$ cat config.mk
export PLATFORM = sky130hd
export DESIGN_NAME = alu_multibyte_seq_flat
export DESIGN_NICKNAME = d
export VERILOG_FILES = /design/src/rtl/alu_multibyte_seq.sv /design/src/rtl/alu_multibyte_seq_if.sv /design/src/flat_wrapper.sv
export SDC_FILE = /design/constraint.sdc
export NUM_CORES = 1
export LEC_CHECK = 0
export ABC_CLOCK_PERIOD_IN_PS = 7900
export CAP_MARGIN = 0
export CORE_MARGIN = 3
export CORE_UTILIZATION = 55
export CTS_CLUSTER_SIZE = 12
export DETAILED_ROUTE_END_ITERATION = 12
export PLACE_DENSITY_LB_ADDON = 0.08
export SYNTH_ARGS = -nofsm -noshare
export SYNTH_HDL_FRONTEND = slang
export SYNTH_SLANG_ARGS = --single-unit
$ cat constraint.sdc
create_clock -name clk -period 7.9 [get_ports clk]
set_input_delay 2.37 -clock clk [delete_from_list [all_inputs] [get_ports clk]]
set_output_delay 2.37 -clock clk [all_outputs]
set_load 0.05 [all_outputs]
$ cat src/rtl/alu_multibyte_seq.sv
// Multi-byte add/subtract/compare sequencer: streams little-endian byte
// strings from RAM through the shared 8-bit ALU with a carry chain.
package alu_ops;
  localparam logic [4:0] OP_A_PLUS_B          = 5'h00;
  localparam logic [4:0] OP_A_PLUS_B_PLUS_C   = 5'h01;
  localparam logic [4:0] OP_A_MINUS_B         = 5'h02;
  localparam logic [4:0] OP_A_MINUS_B_MINUS_C = 5'h03;
endpackage

module alu_multibyte_seq #(
  parameter int ALU_WAIT = 2,
  parameter int LOG      = 0
) (
  input  logic                 clk,
  input  logic                 _reset,
  alu_multibyte_seq_if.slave   ctl,
  output logic [7:0]           mem_addr,
  input  logic [7:0]           mem_rdata,
  output logic                 mem_we,
  output logic [7:0]           mem_wdata,
  output logic [7:0]           alu_a,
  output logic [7:0]           alu_b,
  output logic [4:0]           alu_op,
  input  logic [7:0]           alu_o,
  input  logic                 _alu_flag_c,
  input  logic                 _alu_flag_n,
  input  logic                 _alu_flag_o
);
  import alu_ops::*;

  localparam int CW = (ALU_WAIT > 1) ? $clog2(ALU_WAIT + 1) : 1;

  typedef enum logic [2:0] {
    S_IDLE, S_RDA, S_RDB, S_LATB, S_ALU, S_WB, S_DONE
  } state_t;

  state_t          state_r, next_state_s;
  logic [1:0]      op_r;
  logic [3:0]      len_r, idx_r;
  logic [7:0]      a_base_r, b_base_r, d_base_r, a_reg_r;
  logic            cy_r, nz_r;
  logic [CW-1:0]   wait_r;
  logic            busy_r, done_r, mem_we_r;
  logic [7:0]      mem_addr_r, mem_wdata_r, alu_a_r, alu_b_r;
  logic [4:0]      alu_op_r;
  logic            res_c_r, res_z_r, res_n_r, res_o_r;
  logic [7:0]      nxt_addr_s, nxt_wdata_s, nxt_alu_a_s, nxt_alu_b_s;
  logic [4:0]      nxt_alu_op_s;
  logic            nxt_we_s, nxt_res_c_s, nxt_res_z_s, nxt_res_n_s, nxt_res_o_s;
  logic            is_sub_s, is_cmp_s, last_s;
  logic            unused_log_s;

  // LOG only selects a simulation trace; it has no effect on the hardware.
  assign unused_log_s = (LOG != 0);

  assign is_sub_s = (op_r != 2'd0);
  assign is_cmp_s = op_r[1];
  assign last_s   = ((idx_r + 4'd1) == len_r);

  // Next state and next values of every registered output.
  always_comb begin
    next_state_s = state_r;
    nxt_addr_s   = mem_addr_r;
    nxt_we_s     = 1'b0;
    nxt_wdata_s  = mem_wdata_r;
    nxt_alu_a_s  = alu_a_r;
    nxt_alu_b_s  = alu_b_r;
    nxt_alu_op_s = alu_op_r;
    nxt_res_c_s  = res_c_r;
    nxt_res_z_s  = res_z_r;
    nxt_res_n_s  = res_n_r;
    nxt_res_o_s  = res_o_r;
    case (state_r)
      S_IDLE: begin
        if (ctl.start) begin
          nxt_res_c_s = 1'b1;
          nxt_res_z_s = 1'b1;
          nxt_res_n_s = 1'b1;
          nxt_res_o_s = 1'b1;
          if (ctl.len == 4'd0) begin
            next_state_s = S_DONE;
            nxt_res_z_s  = 1'b0;
          end else begin
            next_state_s = S_RDA;
            nxt_addr_s   = ctl.a_base;
          end
        end else begin
          next_state_s = S_IDLE;
        end
      end
      S_RDA: begin
        next_state_s = S_RDB;
        nxt_addr_s   = b_base_r + {4'd0, idx_r};
      end
      S_RDB:  next_state_s = S_LATB;
      S_LATB: begin
        next_state_s = S_ALU;
        nxt_alu_a_s  = a_reg_r;
        nxt_alu_b_s  = mem_rdata;
        if (is_sub_s) begin
          nxt_alu_op_s = cy_r ? OP_A_MINUS_B_MINUS_C : OP_A_MINUS_B;
        end else begin
          nxt_alu_op_s = cy_r ? OP_A_PLUS_B_PLUS_C : OP_A_PLUS_B;
        end
      end
      S_ALU: begin
        if (wait_r == CW'(1'b1)) begin
          next_state_s = S_WB;
          nxt_addr_s   = d_base_r + {4'd0, idx_r};
          nxt_we_s     = !is_cmp_s;
          nxt_wdata_s  = alu_o;
        end else begin
          next_state_s = S_ALU;
        end
      end
      S_WB: begin
        if (last_s) begin
          // Flags are active low; nz set means some byte was nonzero.
          next_state_s = S_DONE;
          nxt_res_c_s  = _alu_flag_c;
          nxt_res_z_s  = nz_r | (alu_o != 8'd0);
          nxt_res_n_s  = _alu_flag_n;
          nxt_res_o_s  = _alu_flag_o;
        end else begin
          next_state_s = S_RDA;
          nxt_addr_s   = a_base_r + {4'd0, idx_r + 4'd1};
        end
      end
      S_DONE:  next_state_s = S_IDLE;
      default: next_state_s = S_IDLE;
    endcase
  end

  // State register and registered outputs.
  always_ff @(posedge clk) begin
    if (!_reset) begin
      state_r     <= S_IDLE;
      busy_r      <= 1'b0;
      done_r      <= 1'b0;
      mem_addr_r  <= 8'd0;
      mem_we_r    <= 1'b0;
      mem_wdata_r <= 8'd0;
      alu_a_r     <= 8'd0;
      alu_b_r     <= 8'd0;
      alu_op_r    <= OP_A_PLUS_B;
      res_c_r     <= 1'b1;
      res_z_r     <= 1'b1;
      res_n_r     <= 1'b1;
      res_o_r     <= 1'b1;
    end else begin
      state_r     <= next_state_s;
      busy_r      <= (next_state_s != S_IDLE);
      done_r      <= (next_state_s == S_DONE);
      mem_addr_r  <= nxt_addr_s;
      mem_we_r    <= nxt_we_s;
      mem_wdata_r <= nxt_wdata_s;
      alu_a_r     <= nxt_alu_a_s;
      alu_b_r     <= nxt_alu_b_s;
      alu_op_r    <= nxt_alu_op_s;
      res_c_r     <= nxt_res_c_s;
      res_z_r     <= nxt_res_z_s;
      res_n_r     <= nxt_res_n_s;
      res_o_r     <= nxt_res_o_s;
    end
  end

  // Request latch, byte index, carry/borrow chain and ALU settle counter.
  always_ff @(posedge clk) begin
    if (!_reset) begin
      op_r     <= 2'd0;
      len_r    <= 4'd0;
      a_base_r <= 8'd0;
      b_base_r <= 8'd0;
      d_base_r <= 8'd0;
      idx_r    <= 4'd0;
      cy_r     <= 1'b0;
      nz_r     <= 1'b0;
      a_reg_r  <= 8'd0;
      wait_r   <= '0;
    end else begin
      case (state_r)
        S_IDLE: begin
          if (ctl.start) begin
            op_r     <= ctl.op_sel;
            len_r    <= ctl.len;
            a_base_r <= ctl.a_base;
            b_base_r <= ctl.b_base;
            d_base_r <= ctl.d_base;
            idx_r    <= 4'd0;
            cy_r     <= 1'b0;
            nz_r     <= 1'b0;
          end
        end
        S_RDB:  a_reg_r <= mem_rdata;
        S_LATB: wait_r  <= CW'(ALU_WAIT);
        S_ALU:  wait_r  <= wait_r - CW'(1'b1);
        S_WB: begin
          cy_r  <= !_alu_flag_c;
          nz_r  <= nz_r | (alu_o != 8'd0);
          idx_r <= idx_r + 4'd1;
        end
        default: begin
        end
      endcase
    end
  end

  assign ctl.busy   = busy_r;
  assign ctl.done   = done_r;
  assign ctl._res_c = res_c_r;
  assign ctl._res_z = res_z_r;
  assign ctl._res_n = res_n_r;
  assign ctl._res_o = res_o_r;
  assign mem_addr   = mem_addr_r;
  assign mem_we     = mem_we_r;
  assign mem_wdata  = mem_wdata_r;
  assign alu_a      = alu_a_r;
  assign alu_b      = alu_b_r;
  assign alu_op     = alu_op_r;
endmodule
$ cat src/rtl/alu_multibyte_seq_if.sv
// Control-unit side of the multi-byte ALU sequencer: request fields, status
// and the active-low aggregate result flags.
interface alu_multibyte_seq_if;
  logic       start;
  logic [1:0] op_sel;
  logic [3:0] len;
  logic [7:0] a_base;
  logic [7:0] b_base;
  logic [7:0] d_base;
  logic       busy;
  logic       done;
  logic       _res_c;
  logic       _res_z;
  logic       _res_n;
  logic       _res_o;

  modport master (
    output start, op_sel, len, a_base, b_base, d_base,
    input  busy, done, _res_c, _res_z, _res_n, _res_o
  );

  modport slave (
    input  start, op_sel, len, a_base, b_base, d_base,
    output busy, done, _res_c, _res_z, _res_n, _res_o
  );
endinterface

$ cat src/flat_wrapper.sv
// flat-port wrapper written by rule: the top's interface ports become plain ports
module alu_multibyte_seq_flat import alu_ops::*;
#(
  parameter int ALU_WAIT = 2,
  parameter int LOG      = 0
)
  (clk, _reset, mem_addr, mem_rdata, mem_we, mem_wdata, alu_a, alu_b, alu_op, alu_o, _alu_flag_c, _alu_flag_n, _alu_flag_o, ctl_start, ctl_op_sel, ctl_len, ctl_a_base, ctl_b_base, ctl_d_base, ctl_busy, ctl_done, ctl__res_c, ctl__res_z, ctl__res_n, ctl__res_o);
  alu_multibyte_seq_if ctl_i ();
  input  logic clk;
  input  logic _reset;
  output logic [7:0] mem_addr;
  input  logic [7:0] mem_rdata;
  output logic mem_we;
  output logic [7:0] mem_wdata;
  output logic [7:0] alu_a;
  output logic [7:0] alu_b;
  output logic [4:0] alu_op;
  input  logic [7:0] alu_o;
  input  logic _alu_flag_c;
  input  logic _alu_flag_n;
  input  logic _alu_flag_o;
  input wire logic [$bits(ctl_i.start)-1:0] ctl_start;
  input wire logic [$bits(ctl_i.op_sel)-1:0] ctl_op_sel;
  input wire logic [$bits(ctl_i.len)-1:0] ctl_len;
  input wire logic [$bits(ctl_i.a_base)-1:0] ctl_a_base;
  input wire logic [$bits(ctl_i.b_base)-1:0] ctl_b_base;
  input wire logic [$bits(ctl_i.d_base)-1:0] ctl_d_base;
  output wire logic [$bits(ctl_i.busy)-1:0] ctl_busy;
  output wire logic [$bits(ctl_i.done)-1:0] ctl_done;
  output wire logic [$bits(ctl_i._res_c)-1:0] ctl__res_c;
  output wire logic [$bits(ctl_i._res_z)-1:0] ctl__res_z;
  output wire logic [$bits(ctl_i._res_n)-1:0] ctl__res_n;
  output wire logic [$bits(ctl_i._res_o)-1:0] ctl__res_o;
  assign ctl_i.start = ctl_start;
  assign ctl_i.op_sel = ctl_op_sel;
  assign ctl_i.len = ctl_len;
  assign ctl_i.a_base = ctl_a_base;
  assign ctl_i.b_base = ctl_b_base;
  assign ctl_i.d_base = ctl_d_base;
  assign ctl_busy = ctl_i.busy;
  assign ctl_done = ctl_i.done;
  assign ctl__res_c = ctl_i._res_c;
  assign ctl__res_z = ctl_i._res_z;
  assign ctl__res_n = ctl_i._res_n;
  assign ctl__res_o = ctl_i._res_o;
  alu_multibyte_seq #(.ALU_WAIT(ALU_WAIT), .LOG(LOG)) u_core (.clk(clk), ._reset(_reset), .ctl(ctl_i), .mem_addr(mem_addr), .mem_rdata(mem_rdata), .mem_we(mem_we), .mem_wdata(mem_wdata), .alu_a(alu_a), .alu_b(alu_b), .alu_op(alu_op), .alu_o(alu_o), ._alu_flag_c(_alu_flag_c), ._alu_flag_n(_alu_flag_n), ._alu_flag_o(_alu_flag_o));
endmodule
; After elaboration in Yosys (flattened, before gate mapping)
; Index checks and enable logic that the tools add are counted.
[totals]
regBits = 93
latch_bits = 0
ramBits = 0
rom_bits = 0
inputBits = 52
out_inout_bits = 44
word_cells = 88
mem_count = 0
[op_classes]
addsub = 5
mul = 0
div = 0
n_lt_le_gt_ge = 0
n_eq_ne = 13
shift = 0
n_mux = 30
bitwise = 1
n_reduce_logical = 16
[op_table]
columns = op, count
row1 = 2-to-1 mux 8 bit, 4
row2 = case mux 8 bit (4 select lines), 1
row3 = adder 8 x 4 -> 8 bit, 3
row4 = case mux 3 bit (6 select lines), 1
row5 = case mux 1 bit (2 select lines), 6
row6 = 2-to-1 mux 1 bit, 11
row7 = "== test 3 bit, second input constant", 3
row8 = 2-to-1 mux 3 bit, 3
row9 = case mux 4 bit (2 select lines), 1
row10 = nonzero test 8 bit, 1
row11 = "== test 3 x 2 -> 1 bit, second input constant", 2
row12 = "!= test 2 bit, second input constant", 3
row13 = AND reduction 2 bit, 3
row14 = AND reduction 3 bit, 2
row15 = nonzero test 2 bit, 3
row16 = 2-to-1 mux 5 bit, 1
row17 = AND reduction 5 bit, 1
row18 = "adder 4 x 1 -> 4 bit, second input constant", 1
row19 = == test 4 bit, 1
row20 = logical NOT 4 bit, 1
row21 = 2-to-1 mux 4 bit, 1
row22 = "!= test 2 x 1 -> 1 bit, second input constant", 2
row23 = case mux 2 bit (2 select lines), 1
row24 = nonzero test 4 bit, 1
row25 = 7 further kinds, 8

; Longest topological paths before layout
[logic_depth]
ltp_word = 5
depth_mapped = 14

; Least setup slack after synthesis
; No wires, ideal clock.
[synth_timing]
kind = in2reg
startpoint = input ctl_len[3]
endpoint = register u_core.mem_addr_r[2], in the netlist u_core.mem_addr[2]
setup_time_ns = 0.116
t_arrival_ns = 3.319
required_ns = 7.784
setup_slack_ns = 4.465
path_stages = 5
path_cell_list = nor4_1 > o21ai_1 > o211a_4 > buf_6 > o211a_1
[synth_between]
elab_chain_len = 3
[synth_rtl]
columns = item, line_no
row1 = from (decl), flat_wrapper.sv:24  ; input wire logic [$bits(ctl_i.len)-1:0] ctl_len;
row2 = logical NOT 4 bit, alu_multibyte_seq.sv:80  ; if (ctl.len == 4'd0) begin
row3 = != test 2 bit (no line), -
row4 = AND reduction 5 bit (no line), -
row5 = to (signal assigned), alu_multibyte_seq.sv:154  ; mem_addr_r <= nxt_addr_s;
row6 = to (decl), alu_multibyte_seq.sv:44  ; logic [7:0] mem_addr_r, mem_wdata_r, alu_a_r, alu_b_r;
; No other way between the ends.
; A chain may end at the register's enable or synchronous reset.

; Worst setup path in the final report
[layout_timing]
startpoint = input ctl_start
endpoint = register u_core.res_o_r, in the netlist u_core.ctl._res_o
[layout_between]
elab_chain_len = 2
[layout_rtl]
columns = item, line_no
row1 = from (decl), flat_wrapper.sv:22  ; input wire logic [$bits(ctl_i.start)-1:0] ctl_start;
row2 = != test 2 bit (no line), -
row3 = AND reduction 3 bit (no line), -
row4 = to (signal assigned), alu_multibyte_seq.sv:163  ; res_o_r <= nxt_res_o_s;
row5 = to (decl), alu_multibyte_seq.sv:46  ; logic res_c_r, res_z_r, res_n_r, res_o_r;
; No other way between the ends.

==> run metrics <==
Hold EP u_core.mem_we; Final Core Density 0.725; Seq cells post-synth 90; FF-to-FF Start u_core.state_r[0]; max cap viols 0; post-CTS resize count 0; Slew HR 0.169; Setup TNS Final 0 ns; setup violators final 0; Setup Fix Bufs, Post-CTS 0; post-synth top area share 0.417; M2 GR Usage 0.365; Clk pin slew, worst setup/hold paths around 0.10 ns; CTS Root Cell clkbuf_8; Final Max Tran Viols 0; Critical Path RT roughly 8.1 ns; register area roughly 1800 um2; reg-to-reg setup timing slack ~4.5 ns; gr usage total 0.233; M3 GR Usage 0.0574; Period minus WS final roughly 4.2 ns; CP Capture Type flop; syn avg cell area around 8.2 um2; hold-critical path depth 1; Worst VDD drop approximately 0.00013 V; first-pass GRT wire length approximately 17000 um; Worst-Margin Slew between 1 and 1.5 ns; Seq/Total Area, Yosys 0.417; Synth cell types between 50 and 60; Final Hold Viols 0; period utilization 0.530; HPWL after DPL 7100 um; met1 usage 0.311; DP Cell Count about 680; DIE HEIGHT 94.6 um; synth top area cells dfxtp_1 42%, nand2_1 14%, a21boi_0 10%; Sink Count 90; async set or reset register ratio after synthesis 0; area grow syn2layout 24.9%; io pins 96; Die W approximately 95 um; H-Tree Depth 3; Multi-input gate area 2330 um2; Post-synth EDFFs 0; non-filler cells, final between 600 and 700; unrepaired setup endpoints after global routing false; row count 31; synth cell count leaders 158 x nand2_1, 90 x dfxtp_1, 59 x a21boi_0; f_max between 200 and 250 MHz; filler instances approximately 630; arrival time of the worst setup path between 4 and 5 ns; PD cells ~210 nW/um2; Synthesis Warnings 0; cells on worst reg2reg path 12; clock latency at the later pin of the worst-skew pair between 0.3 and 0.4 ns; Yosys top cell by area dfxtp_1; clk buf depth 2; Mapped Area 4320 um2; Post-Route Hold Slack roughly 0.45 ns; CORE AREA between 7000 and 8000 um2; DIE AREA about 9000 um2; status completed; largest net degree at the start of global routing slightly below 90; GPL Wtd Cong between 0.8 and 0.9; clock skew 0.00916 ns; Critical Path Fanout Max 31; total CTS buffers 9; TritonCTS clock tree built; DR WL/cell between 10 and 15 um; RR Endpoint u_core.mem_addr[6]; post-placement cell area about 5200 um2; WS Path Type input pin to flop; fin nets 660; ys flop type dfxtp_1; post-synthesis instance total 524; CTS hold repair buffers 0; Via density roughly 5.4; min-delay src u_core.op_r[1]; P_leak about 1.9 nW; DR DRC count 0; antenna violations before repair 0; share of layout cells above drive strength 1 0.0467; n_diodes 0; final wirelength around 10000 um; GRT busiest layer met2; vias in the first global route approximately 3400; most numerous cell in the Yosys netlist nand2_1; Starting Density 0.580; port buffer count 92; Antenna Violating Nets Remaining 0; First-pass DRT Iterations 5; HP Class flop to flop; Final Cell Area ~5400 um2; vias post-DR roughly 3800; type of origin of the critical path input pin; GRT Residual Overflow 0; initial drt markers 194
==> worst max-delay path by stage <==
stage / slack [ns] / cells after the start / start / endpoint
6_report: 3.72 / 6 / ctl_start / u_core.ctl._res_o
5_1_grt: 3.52 / 6 / ctl_start / u_core.ctl._res_c
4_1_cts: 3.70 / 6 / ctl_start / u_core.ctl._res_o
3_5_place_dp: 3.33 / 6 / ctl_start / u_core.ctl._res_o
3_3_place_gp: 3.44 / 6 / ctl_start / u_core.ctl._res_c
2_1_floorplan: 4.47 / 5 / ctl_len[3] / u_core.mem_addr[2]
==> placed cells by master, fill, tap and decap left out, drive strengths merged, types with 4 or more instances in the layout <==
cell,count
nor2,16
clkbuf,9
o21ai,15
xor2,7
nor2b,9
ha,10
a21boi,64
inv,13
nor3b,5
and2,5
nand3,5
a31oi,6
nand2b,5
a21oi,15
nand2,158
dfxtp,90
a22oi,10
xnor2,16
nor3,4
clkdlybuf4s50,91
==> flip-flops by register name, indices dropped and copies added, names as in the netlist <==
signal	count
u_core.ctl._res_n	1
u_core.nz_r	1
u_core.ctl.done	1
u_core.cy_r	1
u_core.ctl._res_z	1
u_core.alu_a	8
u_core.op_r	2
u_core.mem_addr	8
u_core.wait_r	2
u_core.ctl.busy	1
u_core.mem_wdata	8
u_core.b_base_r	8
u_core.ctl._res_o	1
u_core.a_reg_r	8
u_core.idx_r	4
u_core.a_base_r	8
u_core.mem_we	1
u_core.ctl._res_c	1
u_core.d_base_r	8
u_core.alu_op	2
u_core.len_r	4
u_core.state_r	3
u_core.alu_b	8
==> worst max-delay path: stages <==
cell	delay (ns)
clkdlybuf4s50_1	0.44
nand2b_1	0.17
or3_1	0.83
nand2_1	0.29
o22ai_1	0.22
nand2_1	0.07
==> report_power, final <==
group | switching (mW) | total (mW) | leakage (nW) | internal, mW
clock | 0.172 | 0.289 | 0.0803 | 0.117
combinational | 0.195 | 0.320 | 1.12 | 0.125
sequential | 0.0446 | 0.544 | 0.733 | 0.500
==> metal layers <==
metal	wire length [um]	share of wire
met1	4470	0.44
met2	4710	0.47
met3	723	0.071
met4	216	0.021
met5	0	0
==> through the flow <==
step	power [mW]	setup slack, ns
finish	1.15	3.72
global placement	0.864	3.44
detailed placement	0.872	3.33
global route	1.22	3.52
floorplan	0.773	4.47
CTS	1.16	3.70
==> cells by family (layout without fill, tap and decap cells) <==
kind of cell               count (synthesis)  count (layout)  synth area share
AOI/OAI and AO/OA                        132             132             0.218
xor gates and xnor gates                  24              24            0.0538
adders and majority gates                 12              12            0.0382
buffers and inverters                     45             119            0.0478
DFF                                       90              90             0.417
muxes                                      3               3           0.00695
other                                      1               3          0.000868
and+or+nand+nor                          217             217             0.218
==> layout make-up <==
class,instances,area share
multi-input combinational,391,0.431
sequential,90,0.334
timing repair buffer,94,0.173
clock buffer,9,0.0230
tap,99,0.0230
clock inverter,6,0.00951
inverter,10,0.00696
No activity file was read; power rests on OpenSTA's default activity.
